**config.mk**
```make
export PLATFORM = sky130hd
export DESIGN_NAME = rtc_access_sched
export DESIGN_NICKNAME = d
export VERILOG_FILES = /design/src/rtl/rtc_access_sched.sv
export SDC_FILE = /design/constraint.sdc
export NUM_CORES = 1
export LEC_CHECK = 0
export ABC_AREA = 1
export BUFFER_PORTS_ARGS = -buffer_cell sky130_fd_sc_hd__buf_2
export CAP_MARGIN = 20
export CORE_MARGIN = 5
export CORE_UTILIZATION = 57
export DETAILED_ROUTE_END_ITERATION = 8
export PLACE_DENSITY_LB_ADDON = 0.1
export SLEW_MARGIN = 10
export SYNTH_ARGS = -nofsm -noshare
export SYNTH_HDL_FRONTEND = slang
export SYNTH_SLANG_ARGS = --single-unit
```
**constraint.sdc**
```tcl
create_clock -name clk -period 2.2 [get_ports clk]
set_input_delay 0.44 -clock clk [delete_from_list [all_inputs] [get_ports clk]]
set_output_delay 0.44 -clock clk [all_outputs]
set_load 0.03 [all_outputs]
```
**src/rtl/rtc_access_sched.sv**
```systemverilog
// Access scheduler for the V3023 RTC transfer engine: periodic time-register refresh
// bursts serialized with a one-deep write buffer. Optional watchdog: RTC_SCHED_TIMEOUT_EN.
module rtc_access_sched #(
  parameter int         N_REGS         = 6,
  parameter logic [7:0] BASE_ADDR      = 8'h21,
  parameter int         REFRESH_CYCLES = 1000000,
  parameter int         ACC_HOLD       = 4,
  parameter int         TIMEOUT        = 255
) (
  input  logic                clk,
  input  logic                reset,
  input  logic                wr_req,
  input  logic [7:0]          wr_addr,
  input  logic [7:0]          wr_data,
  output logic                wr_busy,
  output logic                wr_ack,
  input  logic                refresh_now,
  output logic [8*N_REGS-1:0] time_regs,
  output logic                time_valid,
  output logic                err,
  input  logic                err_clr,
  output logic                xfer_acc,
  output logic                xfer_read,
  output logic [7:0]          xfer_addr,
  output logic [7:0]          xfer_wdata,
  input  logic [7:0]          xfer_rdata,
  input  logic                xfer_done
);

  localparam int IDX_W  = (N_REGS > 1) ? $clog2(N_REGS) : 1;
  localparam int CNT_W  = (REFRESH_CYCLES > 1) ? $clog2(REFRESH_CYCLES) : 1;
  localparam int HOLD_W = (ACC_HOLD > 1) ? $clog2(ACC_HOLD) : 1;
  localparam logic [IDX_W-1:0]  IDX_LAST   = IDX_W'(N_REGS - 1);
  localparam logic [CNT_W-1:0]  CNT_RELOAD = CNT_W'(REFRESH_CYCLES - 1);
  localparam logic [HOLD_W-1:0] HOLD_LAST  = HOLD_W'(ACC_HOLD - 1);

  localparam logic [1:0] S_IDLE  = 2'd0;
  localparam logic [1:0] S_REQ   = 2'd1;
  localparam logic [1:0] S_WAIT  = 2'd2;
  localparam logic [1:0] S_RECOV = 2'd3;

  logic [1:0]          state_q, state_d;
  logic [HOLD_W-1:0]   hold_q, hold_d;
  logic [IDX_W-1:0]    idx_q, idx_d;
  logic                acc_q, acc_d;
  logic                read_q, read_d;
  logic [7:0]          addr_q, addr_d;
  logic [7:0]          wdata_q, wdata_d;
  logic [8*N_REGS-1:0] shadow_q, shadow_d;
  logic [8*N_REGS-1:0] time_regs_q, time_regs_d;
  logic                time_valid_q, time_valid_d;
  logic                wr_ack_q, wr_ack_d;
  logic                buf_valid_q, buf_valid_d;
  logic [7:0]          buf_addr_q, buf_addr_d;
  logic [7:0]          buf_data_q, buf_data_d;
  logic                pend_q, pend_d;
  logic [CNT_W-1:0]    cnt_q, cnt_d;
  logic                done_q;
  logic                done_rise_s;
  logic                pend_set_s;
  logic                pend_clr_s;

`ifdef RTC_SCHED_TIMEOUT_EN
  localparam int WD_W = $clog2(TIMEOUT + 1);
  localparam logic [WD_W-1:0] WD_LAST = WD_W'(TIMEOUT - 1);
  logic [WD_W-1:0] wd_q, wd_d;
  logic            err_q, err_d;
  logic            err_set_s;
`endif

  // Next-state logic: refresh timer, write buffer, transfer sequencer, watchdog
  always_comb begin
    state_d      = state_q;
    hold_d       = hold_q;
    idx_d        = idx_q;
    acc_d        = acc_q;
    read_d       = read_q;
    addr_d       = addr_q;
    wdata_d      = wdata_q;
    shadow_d     = shadow_q;
    time_regs_d  = time_regs_q;
    time_valid_d = 1'b0;
    wr_ack_d     = 1'b0;
    buf_addr_d   = buf_addr_q;
    buf_data_d   = buf_data_q;
    pend_clr_s   = 1'b0;
    done_rise_s  = xfer_done & ~done_q;

    if (cnt_q == '0) begin
      cnt_d      = CNT_RELOAD;
      pend_set_s = 1'b1;
    end else begin
      cnt_d      = cnt_q - CNT_W'(1);
      pend_set_s = refresh_now;
    end

    if (wr_req && !buf_valid_q) begin
      buf_valid_d = 1'b1;
      buf_addr_d  = wr_addr;
      buf_data_d  = wr_data;
    end else begin
      buf_valid_d = buf_valid_q;
    end

    case (state_q)
      S_IDLE: begin
        // A buffered write always beats a pending refresh
        if (buf_valid_q) begin
          state_d = S_REQ;
          acc_d   = 1'b1;
          hold_d  = '0;
          read_d  = 1'b0;
          addr_d  = buf_addr_q;
          wdata_d = buf_data_q;
        end else if (pend_q) begin
          pend_clr_s = 1'b1;
          state_d    = S_REQ;
          acc_d      = 1'b1;
          hold_d     = '0;
          idx_d      = '0;
          read_d     = 1'b1;
          addr_d     = BASE_ADDR;
        end else begin
          acc_d = 1'b0;
        end
      end
      S_REQ: begin
        if (hold_q == HOLD_LAST) begin
          acc_d   = 1'b0;
          state_d = S_WAIT;
        end else begin
          hold_d = hold_q + HOLD_W'(1);
        end
      end
      S_WAIT: begin
        if (done_rise_s) begin
          if (read_q) begin
            shadow_d[32'(idx_q) * 32'd8 +: 8] = xfer_rdata;
          end else begin
            shadow_d = shadow_q;
          end
          state_d = S_RECOV;
        end else begin
          state_d = S_WAIT;
        end
      end
      S_RECOV: begin
        if (!xfer_done) begin
          if (!read_q) begin
            wr_ack_d    = 1'b1;
            buf_valid_d = 1'b0;
            state_d     = S_IDLE;
          end else if (idx_q != IDX_LAST) begin
            idx_d   = idx_q + IDX_W'(1);
            addr_d  = BASE_ADDR + 8'(idx_q) + 8'd1;
            acc_d   = 1'b1;
            hold_d  = '0;
            state_d = S_REQ;
          end else begin
            time_regs_d  = shadow_q;
            time_valid_d = 1'b1;
            state_d      = S_IDLE;
          end
        end else begin
          state_d = S_RECOV;
        end
      end
      default: begin
        state_d = S_IDLE;
        acc_d   = 1'b0;
      end
    endcase

`ifdef RTC_SCHED_TIMEOUT_EN
    err_set_s = 1'b0;
    if (state_q != S_REQ && state_d == S_REQ) begin
      wd_d = '0;
    end else if (state_q == S_REQ || state_q == S_WAIT) begin
      wd_d = wd_q + WD_W'(1);
    end else begin
      wd_d = wd_q;
    end
    // Abort: drop the transfer, the buffered write or the partial shadow
    if ((state_q == S_REQ || (state_q == S_WAIT && !done_rise_s)) && wd_q == WD_LAST) begin
      err_set_s = 1'b1;
      state_d   = S_IDLE;
      acc_d     = 1'b0;
      if (!read_q) begin
        buf_valid_d = 1'b0;
      end else begin
        idx_d = '0;
      end
    end else begin
      err_set_s = 1'b0;
    end
    err_d = err_set_s | (err_q & ~err_clr);
`endif

    pend_d = pend_set_s | (pend_q & ~pend_clr_s);
  end

  // State and output registers
  always_ff @(posedge clk or negedge reset) begin
    if (!reset) begin
      state_q      <= S_IDLE;
      hold_q       <= '0;
      idx_q        <= '0;
      acc_q        <= 1'b0;
      read_q       <= 1'b0;
      addr_q       <= 8'h00;
      wdata_q      <= 8'h00;
      shadow_q     <= '0;
      time_regs_q  <= '0;
      time_valid_q <= 1'b0;
      wr_ack_q     <= 1'b0;
      buf_valid_q  <= 1'b0;
      buf_addr_q   <= 8'h00;
      buf_data_q   <= 8'h00;
      pend_q       <= 1'b0;
      cnt_q        <= CNT_RELOAD;
      done_q       <= 1'b0;
    end else begin
      state_q      <= state_d;
      hold_q       <= hold_d;
      idx_q        <= idx_d;
      acc_q        <= acc_d;
      read_q       <= read_d;
      addr_q       <= addr_d;
      wdata_q      <= wdata_d;
      shadow_q     <= shadow_d;
      time_regs_q  <= time_regs_d;
      time_valid_q <= time_valid_d;
      wr_ack_q     <= wr_ack_d;
      buf_valid_q  <= buf_valid_d;
      buf_addr_q   <= buf_addr_d;
      buf_data_q   <= buf_data_d;
      pend_q       <= pend_d;
      cnt_q        <= cnt_d;
      done_q       <= xfer_done;
    end
  end

`ifdef RTC_SCHED_TIMEOUT_EN
  // Watchdog counter and sticky error flag
  always_ff @(posedge clk or negedge reset) begin
    if (!reset) begin
      wd_q  <= '0;
      err_q <= 1'b0;
    end else begin
      wd_q  <= wd_d;
      err_q <= err_d;
    end
  end
  assign err = err_q;
`else
  logic unused_s;
  assign unused_s = err_clr | (TIMEOUT < 0);
  assign err      = 1'b0;
`endif

  assign wr_busy    = buf_valid_q;
  assign wr_ack     = wr_ack_q;
  assign time_regs  = time_regs_q;
  assign time_valid = time_valid_q;
  assign xfer_acc   = acc_q;
  assign xfer_read  = read_q;
  assign xfer_addr  = addr_q;
  assign xfer_wdata = wdata_q;

endmodule
```
# After elaboration in Yosys (flattened, before gate mapping)
# Index checks and enable logic that the tools add are counted.
# word_totals
register_bits	162
in_bits	30
out_inout_bits	70
word_cells	113
# op_classes
addsub	6
eq_ne	13
shift	2
muxes	52
bitwise_logic	7
reduce_logical	16
# op_table
cell	count
48-bit bitwise mux	1
8-bit by 34-bit variable shift with 48-bit output, first input constant	1
8-bit by 34-bit variable part select with 48-bit output	1
8-bit 2-to-1 mux	5
6-bit negation with 34-bit output	1
1-bit 2-to-1 mux	25
20-bit zero test	1
2-bit 2-to-1 mux	10
20-bit 2-to-1 mux	1
20-bit by 1-bit subtractor with 20-bit output, second input constant	1
8-bit one-hot mux with 2 select lines	1
3-bit 2-to-1 mux	5
2-bit != test, second input constant	7
6-bit AND reduction	2
5-bit AND reduction	2
7-bit by 1-bit adder with 8-bit output, second input constant	1
2-bit one-hot mux with 4 select lines	1
6-bit by 3-bit adder with 7-bit output, first input constant	1
2-bit == test, second input constant	3
3-bit != test, second input constant	2
2-bit one-hot mux with 3 select lines	1
3-bit one-hot mux with 2 select lines	1
2-bit AND reduction	3
1-bit inverter	4
13 further kinds	15

# Logic depth before layout (Yosys ltp)
# Gate-level depths: netlist (run 1).
# logic_depth
depth_word	6
mapped_depth	10
depth_no_buf	9

# Least setup slack after synthesis (run 1)
# No wires, ideal clock.
# synth_path
path_type	register to register
start	reg idx_q[0]
end	reg shadow_q[14]
setup_ns	0.118
t_arrival_ns	1.863
required_ns	2.082
setup_slack_ns	0.219
stages_incl_launch_ff	11
path_buffers	2
synth_period_minus_slack_ns	1.981
path_cell_list	dfrtp_1 > inv_2 > ha_1 > ha_1 > inv_2 > buf_2 > nor2_1 > nand2_1 > buf_6 > nand2_1 > o21ai_2
# synth_via
elab_chain_len	3
word_cells_on_any_way	4
cone_classes	1 x add/sub; 2 x shift; 1 x mux
# synth_rtl
element	line_no	source
start, declared	44	logic [IDX_W-1:0] idx_q, idx_d;
start signal, assigned	225	idx_q <= idx_d;
6-bit negation with 34-bit output *	138	shadow_d[32'(idx_q) * 32'd8 +: 8] = xfer_rdata;
8-bit by 34-bit variable part select with 48-bit output or 8-bit by 34-bit variable shift with 48-bit output (tied branches)	138	
48-bit bitwise mux *	138	
end signal, assigned	230	shadow_q <= shadow_d;
end, declared	49	logic [8*N_REGS-1:0] shadow_q, shadow_d;
# Mark *: on every way between the ends. The rest lies on a longest branch, timed or not.
# A chain may end at the register's enable or synchronous reset.

# Final worst setup path (run 1)
# layout_path
start	reg idx_q[1]
end	reg shadow_q[8]
# The elaborated chain is that of the path after synthesis.

==> results of run 1 <==
==> cell families (layout without fill, tap and decap cells) <==
family,count (synthesis),count (layout),synth area share
mux,8,8,0.0127
buf+inv,77,196,0.0497
compound gates,75,75,0.0677
xor+xnor,3,3,0.00370
other cells,1,1,0.000529
flops,162,162,0.574
fa+ha+maj,9,9,0.0159
simple gates,476,476,0.276
==> timing repair <==
| item | 4_1_cts | 5_1_grt |
|---|---|---|
| hold endpoints to repair | 47 | 0 |
| hold buffers | 1 | 0 |
| endpoints found under the setup margin | 0 | 8 |
| resized for setup | 0 | 1 |
==> final timing paths <==
check                                          start                        end  slack (ns)  cells after the start
worst max register to register  idx_q[1]$_DFFE_PN0P_    shadow_q[8]$_DFFE_PN0P_        0.15                      8
worst min-delay path                     refresh_now           pend_q$_DFF_PN0_        0.21                      3
worst max-delay path            idx_q[1]$_DFFE_PN0P_    shadow_q[8]$_DFFE_PN0P_        0.15                      8
min in group asynchronous                      reset  time_regs[15]$_DFFE_PN0P_        0.52                      2
max in group asynchronous                      reset   shadow_q[37]$_DFFE_PN0P_        0.95                      3
worst min register to register    cnt_q[0]$_DFF_PN1_         cnt_q[0]$_DFF_PN1_        0.45                      1
==> tightest hold or removal path, stage by stage <==
cell and delay, ns:
buf_2 0.08, a21oi_1 0.03, nand2_1 0.05
==> synthesized netlist by cell type <==
| cell | count |
|---|---|
| or2_2 | 1 |
| inv_2 | 4 |
| nand3b_1 | 4 |
| nand2_1 | 312 |
| mux2_2 | 8 |
| o21ai_1 | 7 |
| clkbuf_1 | 5 |
| nor2_1 | 80 |
| a22oi_1 | 3 |
| nand2_2 | 6 |
| a31oi_1 | 1 |
| buf_2 | 12 |
| dfstp_2 | 12 |
| a21o_1 | 1 |
| a21oi_1 | 13 |
| nand4_1 | 6 |
| o21ai_2 | 23 |
| o21ai_0 | 23 |
| ha_1 | 9 |
| nor4_4 | 1 |
| xor2_1 | 1 |
| buf_6 | 3 |
| xnor2_1 | 2 |
| nand3_2 | 1 |
| nor3_4 | 1 |
| conb_1 | 1 |
| o22ai_1 | 2 |
| inv_1 | 46 |
| a21boi_0 | 1 |
| nand3_1 | 58 |
| o21a_1 | 1 |
| dfrtp_1 | 150 |
| nor2_4 | 1 |
| buf_4 | 7 |
| nor2_2 | 2 |
| nor3_1 | 3 |
==> sequential cells by signal, indices dropped and copies added, names as in the netlist, 3 cells and up <==
signal      flops
time_regs      48
shadow_q       48
idx_q           3
xfer_wdata      8
buf_addr_q      8
buf_data_q      8
cnt_q          20
xfer_addr       8
==> where the power goes <==
part	switching [mW]	leakage, nW	internal, mW
registers	0.239	2.12	3.40
clock network	1.15	0.339	2.39
logic	1.78	2.16	0.793
total	3.17	4.63	6.58
==> layout make-up <==
cell class,instances,area (µm²)
Timing Repair Buffer,114,659
Inverter,50,188
Clock inverter,10,253
Sequential cell,162,4070
Tap cell,168,210
Clock buffer,22,454
Multi-Input combinational cell,572,2680
Fill cell,1025,3600
==> layer usage <==
| metal | vias up | track usage | routed length [µm] |
|---|---|---|---|
| met5 | - | 0 | 0 |
| met4 | 0 | 0.0875 | 382 |
| met3 | 31 | 0.0520 | 729 |
| met2 | 148 | 0.400 | 8180 |
| met1 | 2703 | 0.286 | 6580 |
| li1 | 2791 | - | - |
==> run metrics, run 1 <==
setup TNS 0 ns; die span in x 122 µm; CTS tree built; PD cells roughly 1100 nW/µm²; Num CTS Buffers 17; clock-pin transition on the worst setup and hold timing paths roughly 0.060 ns; Max Cap Violations 0; initial core utilization 0.586; I/O Buffers between 90 and 100; fmax just under 0.5 GHz; worst slack at placement about 0.03 ns; largest net degree at the start of global routing 52; grt total ovfl 0; io pins 100; H-tree depth 4; # setup viols final 0; Synth cell types 36; maximum VDD drop 0.957 mV; hold crit path type in2reg; status finished, final reports clean; placer congestion estimate 0.866; Clock Skew between 0.007 and 0.008 ns; vias per cell a little over 5; crit path buf inv count 2; DRT Pass-1 Iters 5; commonest non-fill, non-tap cell in the layout nand2_1; kind of critical path reg2reg; RSZ-0062 raised after global routing no; hold slack around 0.21 ns; fin crit share 0.930; vias in the first global route 5655; Crit. End Element flop; CP startpoint kind flop; setup bufs post-CTS 0; Tot Pwr ~9.8 mW; Avg WL per Cell between 10 and 15 µm; Worst Setup Slack, final 0.153 ns; post-placement cell area between 7000 and 8000 µm²; Hold Vio Cnt, Final 0; n_diodes 0; post-route minimum period approximately 2.0 ns; commonest non-fill, non-tap cells in the layout 311 x nand2_1, 150 x dfrtp_1, 96 x buf_2, 80 x nor2_1, 58 x nand3_1; die area 14800 µm²; antenna violations before repair 0; overall die height 122 µm; crit-path cells inv_1 -> ha_1 -> ha_1 -> inv_2 -> nor2_1 -> nand2_2 -> nand2_1 -> o21ai_2; DR iter-0 viols between 300 and 400; crit path DAT 2.36 ns; Worst slew margin 0.630; Synth warnings 0; Synth Area per Inst 8.75 µm²; Layout area overhead 19.9%; slowest stage cell, crit path ha_1; vias around 5700; gr usage total 0.232; first-pass GRT wire length 27100 µm; CORE AREA 12100 µm²; non-filler cells, final 1098; Most common cell on crit path ha_1; layout cells sized above 1 0.217; area leader, netlist dfrtp_1; Net Count, Synth 850; Worst Max-Slew Pin Slew 0.554 ns; CTS Buffer Depth 2; Crit path largest cell delay approximately 0.4 ns; Synth area leaders dfrtp_1 53%, nand2_1 17%, dfstp_2 4.4%, nor2_1 4.2%, nand3_1 4.1%; number of clock sinks ~160; Post-Syn Area 7090 µm²; fin area between 8000 and 9000 µm²; Final Max Tran Viols 0; utilization after layout 0.702; Lkg Pwr 4.63 nW; Max FO, Critical Path 14; Syn Inst Count a little over 800; share of the synthesized area in the top cell type 0.529; row count 40; CP delay by family, top simple AND/OR/NAND/NOR gates; final net count about 960; DRC 0; register area share after synthesis 0.574; total placed cells including tap cells 1065; CTS root buf clkbuf_16; Post-DP HPWL about 11000 µm; Yosys reg bits about 160; routed wire length ~16000 µm; Final ANT Viol Nets 0; worst skew pair latency 0.43 ns; critical path required time roughly 2.5 ns
(Power assumes the default switching activity.)
==> inputs of run 2 (changes only) <==
--- a/config.mk
+++ b/config.mk
@@ -9,7 +9,7 @@
 export BUFFER_PORTS_ARGS = -buffer_cell sky130_fd_sc_hd__buf_2
 export CAP_MARGIN = 20
 export CORE_MARGIN = 5
-export CORE_UTILIZATION = 57
+export CORE_UTILIZATION = 41
 export DETAILED_ROUTE_END_ITERATION = 8
 export PLACE_DENSITY_LB_ADDON = 0.1
 export SLEW_MARGIN = 10
==> run 2 against run 1 <==
Net effect: global-route usage decreased by 6.2 points; utilization down 21 points; fmax rose by 2.0%; flip-flop and latch count is the same; setup slack better by 0.040 ns; critical path depth unchanged; worst hold slack gained 0.0046 ns; total power down 6.3%; first-iteration DRC count decreased by 12%; clock skew about the same.
==> run metrics, run 2 (same netlist as run 1, synthesis figures left out) <==
status finished, final reports clean (unchanged); grt total ovfl 0 (unchanged); fmax 0.498 GHz (was 0.489 GHz); placer congestion estimate 0.865 (was 0.866); overall die height 142 µm (was 122 µm); fillers 1704 (was 1025); worst slack at placement 0.178 ns (was 0.0308 ns); crit path DAT 2.31 ns (was 2.36 ns); final net count 958 (was 956); initial core utilization 0.414 (was 0.586); Avg WL per Cell 13.9 µm (was 14.5 µm); commonest non-fill, non-tap cell in the layout nand2_1 (unchanged); Worst slew margin 0.668 (was 0.630); first-pass GRT wire length 27300 µm (was 27100 µm); kind of critical path reg2reg (unchanged); Final Max Tran Viols 0 (unchanged); vias 5427 (was 5673); CORE AREA 17100 µm² (was 12100 µm²); commonest non-fill, non-tap cells in the layout 311 x nand2_1, 150 x dfrtp_1, 96 x buf_2, 80 x nor2_1, 58 x nand3_1 (unchanged); utilization after layout 0.497 (was 0.702); io pins 100 (unchanged); Worst Max-Slew Pin Slew 0.497 ns (was 0.554 ns); n_diodes 0 (unchanged); Max Cap Violations 0 (unchanged); CTS resizes 0 (unchanged); post-placement cell area 7880 µm² (was 7790 µm²); die span in x 142 µm (was 122 µm); Layout area overhead 19.8% (was 19.9%); PD cells 1070 nW/µm² (was 1150 nW/µm²); Crit path largest cell delay 0.38 ns (was 0.39 ns); RSZ-0062 raised after global routing no (unchanged); CTS root buf clkbuf_16 (unchanged); DR iter-0 viols 334 (was 379); critical path required time 2.50 ns (was 2.51 ns); routed wire length 16100 µm (was 15900 µm); fin crit share 0.912 (was 0.930); Worst Setup Slack, final 0.193 ns (was 0.153 ns); clock-pin transition on the worst setup and hold timing paths 0.06 ns (about the same); Most common cell on crit path ha_1 (unchanged); I/O Buffers 97 (unchanged); Num CTS Buffers 17 (unchanged); Crit. End Element flop (unchanged); post-route minimum period 2.01 ns (was 2.05 ns); setup TNS 0 ns (unchanged); antenna violations before repair 0 (unchanged); CP startpoint kind flop (unchanged); vias in the first global route 5370 (was 5655); # setup viols final 0 (unchanged); crit-path cells inv_1 -> ha_1 -> ha_1 -> inv_2 -> nor3_1 -> nand2_2 -> nand2_1 -> o21ai_2 (was inv_1 -> ha_1 -> ha_1 -> inv_2 -> nor2_1 -> nand2_2 -> nand2_1 -> o21ai_2); fin area 8500 µm² (was 8510 µm²); Max FO, Critical Path 16 (was 14); Final ANT Viol Nets 0 (unchanged); gr usage total 0.170 (was 0.232); Post-DP HPWL 11400 µm (was 11200 µm); CTS Buffer Depth 2 (unchanged); slowest stage cell, crit path ha_1 (unchanged); vias per cell 4.69 (was 5.17); worst skew pair latency 0.42 ns (was 0.43 ns); H-tree depth 4 (unchanged); number of clock sinks 162 (unchanged); row count 48 (was 40); layout cells sized above 1 0.222 (was 0.217); DRT Pass-1 Iters 4 (was 5); CTS tree built (unchanged); Clock Skew 0.00814 ns (was 0.00798 ns); Lkg Pwr 4.60 nW (was 4.63 nW); largest net degree at the start of global routing 50 (was 52); Hold Vio Cnt, Final 0 (unchanged); die area 20000 µm² (was 14800 µm²); hold crit path type in2reg (unchanged); maximum VDD drop 0.669 mV (was 0.957 mV); DRC 0 (unchanged)
-- run 2: worst max-delay path: cells and delay by family (launching register included) --
kind	cells	cell delay, ns
AO/OA/AOI/OAI	1	0.06
adder cells (fa/ha/maj)	2	0.58
flip-flops	1	0.37
AND/OR/NAND/NOR	3	0.66
buffers and inverters	2	0.22
-- run 2: final cells by class --
| class | count | area [µm²] | share of cell area |
|---|---|---|---|
| multi-input cells | 572 | 2680 | 0.315 |
| repair buffers | 116 | 699 | 0.0823 |
| well taps | 225 | 282 | 0.0331 |
| flip-flops and latches | 162 | 4070 | 0.479 |
| inverters | 50 | 188 | 0.0221 |
| clock buffers | 19 | 453 | 0.0533 |
| clock inverters | 12 | 134 | 0.0158 |
-- run 2: routing by layer --
metal,GRT usage,wire length [µm],vias up
li1,-,-,2804
met1,0.227,7450,2507
met2,0.277,7650,95
met3,0.0367,695,21
met4,0.0591,309,0
met5,0,0,-
-- run 2: through the flow --
step / hold WS, ns / power [mW] / instances
after CTS: 0.191 / 9.24 / 1155
after detailed placement: 0.402 / 6.25 / 1123
final: 0.212 / 9.13 / 1156
after global routing: 0.214 / 9.69 / 1156
after floorplan: 0.144 / 5.48 / 811
after global placement: 0.405 / 6.23 / 1123
-- run 2: timing repair --
| item | 4_1_cts | 5_1_grt |
|---|---|---|
| hold buffers | 1 | 0 |
| endpoints found under the hold margin | 31 | 0 |
| setup buffers | 0 | 1 |
| setup endpoints to repair | 0 | 8 |
-- run 2: path summary, 6_finish.rpt --
path	to	slack, ns	start	cells after the start
worst min-delay path	pend_q$_DFF_PN0_	0.21	refresh_now	3
worst min register to register	cnt_q[0]$_DFF_PN1_	0.45	cnt_q[0]$_DFF_PN1_	1
worst max-delay path	shadow_q[29]$_DFFE_PN0P_	0.19	idx_q[1]$_DFFE_PN0P_	8
worst max register to register	shadow_q[29]$_DFFE_PN0P_	0.19	idx_q[1]$_DFFE_PN0P_	8
max in group asynchronous	buf_addr_q[6]$_DFFE_PN0P_	1.01	reset	3
min in group asynchronous	time_regs[15]$_DFFE_PN0P_	0.51	reset	2
-- run 2: report_power, final --
part / leakage, nW / internal, mW / switching, mW / total [mW]
clock network: 0.290 / 1.73 / 1.21 / 2.95
registers: 2.12 / 3.40 / 0.225 / 3.62
logic: 2.19 / 0.804 / 1.76 / 2.57
